File: src/rtl/reg_arb_pkg.sv
// Shared types and helpers for the round-robin register arbiter with force override.
package reg_arb_pkg;

  // Top-level control state: normal arbitration or externally forced value.
  typedef enum logic {
    StRun    = 1'b0,
    StForced = 1'b1
  } arb_state_e;

  // Pointer width; keeps a 1-bit pointer for the degenerate single-requester case.
  function automatic int unsigned ptr_width(input int unsigned n);
    return (n > 1) ? $clog2(n) : 1;
  endfunction

endpackage

File: src/rtl/reg_override_arbiter_rr_pick.sv
// Combinational round-robin picker: first eligible index at or after ptr, wrapping.
module rr_pick
  import reg_arb_pkg::*;
#(
  parameter int unsigned N = 4,
  localparam int unsigned PtrW = ptr_width(N)
) (
  input  logic [N-1:0]    eligible_i,
  input  logic [PtrW-1:0] ptr_i,
  output logic            found_o,
  output logic [PtrW-1:0] idx_o,
  output logic [N-1:0]    onehot_o
);

  int unsigned cand;
  logic        hit;

  // Scan N candidates starting at ptr; the first eligible one wins.
  always_comb begin
    cand     = 0;
    hit      = 1'b0;
    idx_o    = '0;
    onehot_o = '0;
    for (int unsigned off = 0; off < N; off++) begin
      cand = (32'(ptr_i) + off) % N;
      if (!hit && eligible_i[cand]) begin
        hit   = 1'b1;
        idx_o = PtrW'(cand);
      end
    end
    onehot_o[idx_o] = hit;
    found_o         = hit;
  end

endmodule

File: src/rtl/reg_override_arbiter.sv
// One W-bit register shared by N round-robin writers, with a force/release override.
module reg_override_arbiter
  import reg_arb_pkg::*;
#(
  parameter int unsigned N            = 4,
  parameter int unsigned W            = 8,
  parameter int unsigned RELEASE_KEEP = 0
) (
  input  logic           clk_i,
  input  logic           rst_i,
  input  logic [N-1:0]   req_i,
  input  logic [N*W-1:0] wdata_i,
  input  logic           force_en_i,
  input  logic [W-1:0]   force_val_i,
  output logic [N-1:0]   grant_o,
  output logic [W-1:0]   q_o,
  output logic           q_valid_o,
  output logic           forced_o
);

  localparam int unsigned PtrW = ptr_width(N);

  arb_state_e      state_q;
  logic [W-1:0]    stored_q;
  logic [W-1:0]    q_q;
  logic [PtrW-1:0] ptr_q;
  logic [N-1:0]    grant_q;
  logic            q_valid_q;

  logic [W-1:0]    wdata_lane [N];
  logic [N-1:0]    eligible;
  logic            pick_found;
  logic [PtrW-1:0] pick_idx;
  logic [N-1:0]    pick_onehot;
  logic [PtrW-1:0] ptr_next;

  // Unpack the flat write-data bus into per-requester lanes.
  always_comb begin
    for (int unsigned i = 0; i < N; i++) begin
      wdata_lane[i] = wdata_i[i*W +: W];
    end
  end

  // A requester granted last edge is masked so its still-high req cannot write twice.
  assign eligible = req_i & ~grant_q;

  rr_pick #(
    .N(N)
  ) u_pick (
    .eligible_i(eligible),
    .ptr_i     (ptr_q),
    .found_o   (pick_found),
    .idx_o     (pick_idx),
    .onehot_o  (pick_onehot)
  );

  // Pointer moves just past the winner, wrapping at N-1.
  always_comb begin
    ptr_next = (pick_idx == PtrW'(N - 1)) ? '0 : pick_idx + 1'b1;
  end

  // Control FSM plus all datapath registers; reset aborts any force or grant.
  always_ff @(posedge clk_i) begin
    if (rst_i) begin
      state_q   <= StRun;
      stored_q  <= '0;
      q_q       <= '0;
      ptr_q     <= '0;
      grant_q   <= '0;
      q_valid_q <= 1'b0;
    end else begin
      unique case (state_q)
        StRun: begin
          if (force_en_i) begin
            // Force takes priority over any pending request on this edge.
            state_q   <= StForced;
            q_q       <= force_val_i;
            grant_q   <= '0;
            q_valid_q <= 1'b1;
          end else if (pick_found) begin
            stored_q  <= wdata_lane[pick_idx];
            q_q       <= wdata_lane[pick_idx];
            grant_q   <= pick_onehot;
            ptr_q     <= ptr_next;
            q_valid_q <= 1'b1;
          end else begin
            grant_q <= '0;
          end
        end
        StForced: begin
          grant_q <= '0;
          if (force_en_i) begin
            q_q       <= force_val_i;
            q_valid_q <= 1'b1;
          end else begin
            // Release edge: no arbitration until the next edge.
            state_q <= StRun;
            if (RELEASE_KEEP != 0) begin
              stored_q <= force_val_i;
              q_q      <= force_val_i;
            end else begin
              q_q <= stored_q;
            end
          end
        end
        default: state_q <= StRun;
      endcase
    end
  end

  assign grant_o   = grant_q;
  assign q_o       = q_q;
  assign q_valid_o = q_valid_q;
  assign forced_o  = (state_q == StForced);

endmodule

File: config.mk
export PLATFORM = sky130hd
export DESIGN_NAME = reg_override_arbiter
export DESIGN_NICKNAME = d
export VERILOG_FILES = /design/src/rtl/reg_arb_pkg.sv /design/src/rtl/reg_override_arbiter_rr_pick.sv /design/src/rtl/reg_override_arbiter.sv
export SDC_FILE = /design/constraint.sdc
export NUM_CORES = 1
export LEC_CHECK = 0
export CAP_MARGIN = 10
export CORE_MARGIN = 5
export CORE_UTILIZATION = 35
export DETAILED_ROUTE_END_ITERATION = 16
export PLACE_DENSITY = 0.76
export SLEW_MARGIN = 20
export SYNTH_ARGS = -nofsm -noshare
export SYNTH_HDL_FRONTEND = slang
export SYNTH_HIERARCHICAL = 1
export SYNTH_SLANG_ARGS = --single-unit
File: constraint.sdc
create_clock -name clk_i -period 2.15 [get_ports clk_i]
set_clock_uncertainty 0.2 [all_clocks]
set_input_delay 0.43 -clock clk_i [delete_from_list [all_inputs] [get_ports clk_i]]
set_output_delay 0.43 -clock clk_i [all_outputs]
set_load 0.005 [all_outputs]
==> out/qor.csv <==
stage;metric;value;unit
yosys;syn_inst;170;
global_routing;grt_remaining_overflow;0;
outcome;status;finished with violations;
cells_and_area;stdcell_count;308;
worst_setup_path;crit_chain;nor2b_1, buf_4, buf_6, nor2_4, a211oi_2, buf_4, buf_12, mux4_2, nand2_2, a211oi_2;
yosys;syn_nets;218;
floorplanning;start_util;35.6;%
clocking;cts_tree;built;
detailed_routing;viasPerCell;5.16;
timing;rsz0062_at_grt;yes;
yosys;synth_area_leader_cell;dfxtp_1;
cells_and_area;final_area;0.00248;mm2
outcome;violations;negative setup slack;
yosys;syn_area;0.00140;mm2
cells_and_area;final_nets;307;
cells_and_area;area_delta_synth_final;77.0;%
cells_and_area;fillCellCount;308;
yosys;synth_top_family_by_area;simple AND/OR/NAND/NOR gates;
worst_setup_path;path_buf_inv;4;
worst_setup_path;critical_path_required;2110;ps
worst_setup_path;cp_slowest_stage_delay;530;ps
clocking;clock_path_buffers;2;
floorplanning;die_area;0.00538;mm2
detailed_routing;drt_wl_total;4860;um
worst_setup_path;critical_path_cell_count;10;
power;ir_drop;0.000348;V
placed_design;routabilityCongestion;0.826;
cells_and_area;seq_area;483;um2
clocking;clk_latency;270;ps
floorplanning;die_w;73.3;um
power;p_per_area;585;mW/mm2
floorplanning;rows;23;
placed_design;dp_hpwl;3270;um
detailed_routing;postRouteAntennaNets;0;
detailed_routing;routedWlPerCell;15.8;um
timing;finalSetupViolations;8;
power;leakage;0.00100;uW
cells_and_area;mostFrequentLayoutCells;56 x clkdlybuf4s50_1, 36 x nand2_1, 32 x buf_4, 22 x dfxtp_1, 14 x nor2_1;
cells_and_area;diodes;0;
detailed_routing;first_iter_violations;107;
timing;slew_viol_final;0;
timing;min_period_over_period;103;%
worst_setup_path;start_kind;flip-flop;
timing;worst_slack;-58.5;ps
run;maxCapViolCount;0;
global_routing;grt_start_max_net_pins;21;
yosys;synth_xor_area_share;0;%
yosys;ys_types;29;
clocking;cts_sinks;24;
placed_design;place_ws;-589;ps
placed_design;portBuffers;60;
clocking;htreeDepth;1;
clocking;cts.clk_slew.worst_paths;90;ps
detailed_routing;vias;1588;
global_routing;grtUsageTotal;17.8;%
worst_setup_path;r2r-end;q_o[3]$_SDFFE_PP0P_;
global_routing;grt_pass1_wl;7410;um
power;fin_total_pwr;1450;uW
worst_setup_path;cp-startpoint;grant_o[1]$_SDFF_PP0_;
floorplanning;ios;61;
cells_and_area;layout.core_utilization;63.0;%
yosys;synth_compound_area_share;19.3;%
global_routing;first_global_vias;1564;
yosys;synth-seq-cells;24;
detailed_routing;drt_pass1_iterations;4;
timing;hold_viol_final;0;
hold_path;hold_class;reg2reg;
detailed_routing;drc;0;
cells_and_area;final_common_cell;clkdlybuf4s50_1;
timing;worst_slew_pin_slew;394;ps
worst_setup_path;crit_path_end;q_o[3]$_SDFFE_PP0P_;
floorplanning;core_region_area;0.00394;mm2
yosys;yosys.area_share.simple;27.6;%
worst_setup_path;crit_slowest_cell;mux4_2;
yosys;seq_area_frac_synth;34.2;%
worst_setup_path;rr_worst_depth;10;
cells_and_area;multi_input_area;955;um2
placed_design;post-place-cells;295;
placed_design;placed_cell_area;0.00224;mm2
worst_setup_path;r2r_setup_slack;-60;ps
yosys;synthMuxAreaShare;12.8;%
worst_setup_path;criticalPathCategory;reg2reg;
worst_setup_path;end_kind;flip-flop;
yosys;yosysWarningCount;6;
timing;max_freq;453;MHz
floorplanning;die_h;73.3;um
yosys;yosys.area_share.adder;0.891;%
hold_path;min_path_cells;2;
timing;relSlewSlack;73.6;%
yosys;synthTopCellsByArea;dfxtp_1 34%, mux4_2 13%, nand2_1 9.9%;
clocking;cts_buffers;3;
worst_setup_path;r2r-start;grant_o[1]$_SDFF_PP0_;
worst_setup_path;critPathTopFamily;buffers and inverters;
cells_and_area;drive_above_1_share;29.5;%
timing;min_period;2210;ps
worst_setup_path;crit_arrival;2170;ps
worst_setup_path;crit_fanout;5;
global_routing;grt_antenna_before_repair;0;
yosys;avgSynthCellArea;8.26;um2
clocking;clock_tree.root_cell;clkbuf_8;
yosys;yosysTopAreaCellShare;34.2;%
[cell type report]
type / count / area share [%]
clock inverters: 1 / 1.21
clock buffers: 3 / 1.66
flip-flops and latches: 24 / 19.4
multi-input cells: 130 / 38.4
well taps: 50 / 2.52
repair buffers: 96 / 36.2
inverters: 4 / 0.604
[through the flow]
| step | TNS, ps | hold WS (ps) |
|---|---|---|
| after floorplan | -914 | 237 |
| after global placement | -12020 | 245 |
| after detailed placement | -12590 | 250 |
| after CTS | -233 | 262 |
| after global routing | -1660 | 298 |
| final | -186 | 270 |
[report_power, final]
| part | internal [uW] | switching (uW) | total (uW) |
|---|---|---|---|
| logic | 326 | 209 | 536 |
| registers | 483 | 28.4 | 511 |
| clock network | 249 | 157 | 406 |
[state kept, by name, indices dropped and copies added, names as in the netlist]
signal and cells:
q_o 8, grant_o 4, forced_o 1, q_valid_o 1, ptr_q 2, stored_q 8
[worst min-delay path by stage]
stage / from / to / slack (ps)
finish: stored_q[2]$_SDFFE_PP0P_ / stored_q[2]$_SDFFE_PP0P_ / 270
global route: stored_q[5]$_SDFFE_PP0P_ / stored_q[5]$_SDFFE_PP0P_ / 300
CTS: stored_q[2]$_SDFFE_PP0P_ / stored_q[2]$_SDFFE_PP0P_ / 260
detailed placement: stored_q[2]$_SDFFE_PP0P_ / stored_q[2]$_SDFFE_PP0P_ / 250
global placement: stored_q[3]$_SDFFE_PP0P_ / stored_q[3]$_SDFFE_PP0P_ / 250
floorplan: stored_q[0]$_SDFFE_PP0P_ / stored_q[0]$_SDFFE_PP0P_ / 240
[cell families after synthesis]
kind of cell | after synthesis
AND/OR/NAND/NOR | 82
AO/OA/AOI/OAI | 39
flip-flops | 24
buffers and inverters | 16
multiplexers | 8
adder cells (fa/ha/maj) | 1
[synth_stat cells]
cell      count
mux4_2        8
buf_4         2
nor2b_1      15
a211oi_1      9
o31a_1        8
or3b_1        1
nand2b_2      1
a21oi_2       1
dfxtp_1      24
nor3b_2       1
nand2_1      37
clkbuf_1      6
nand2b_1      2
inv_1         4
a311oi_1      1
or3_1         2
a221oi_1      1
o21ai_0       2
clkbuf_2      1
buf_2         2
a21oi_1      14
nor2_1       16
buf_1         1
a211oi_2      1
ha_1          1
and2_1        4
o21ai_1       1
o211a_1       1
nor3_1        3
[per-layer routing]
layer	routed length [um]	part of all wire, %	GRT usage [%]	vias up
met4	59	1.2	6.04	0
li1	-	-	-	766
met1	2170	45	24.8	769
met3	290	6.0	2.05	5
met5	0	0	0	-
met2	2340	48	28.6	48
[worst register-to-register path: stages, from the launching register on]
cell,delay [ps]
dfxtp_2,330
nor2b_1,110
buf_4,130
buf_6,100
nor2_4,30
a211oi_2,190
buf_4,180
buf_12,130
mux4_2,530
nand2_2,100
a211oi_2,60
[repair_timing]
action | in CTS | in global routing
resized for setup | 19 | 18
gates cloned | 1 | 0
pin swaps | 16 | 14
setup buffers | 9 | 1
setup endpoints to repair | 23 | 21
hold buffers | 0 | 0
Note: power is estimated with default switching activity, not from simulation.
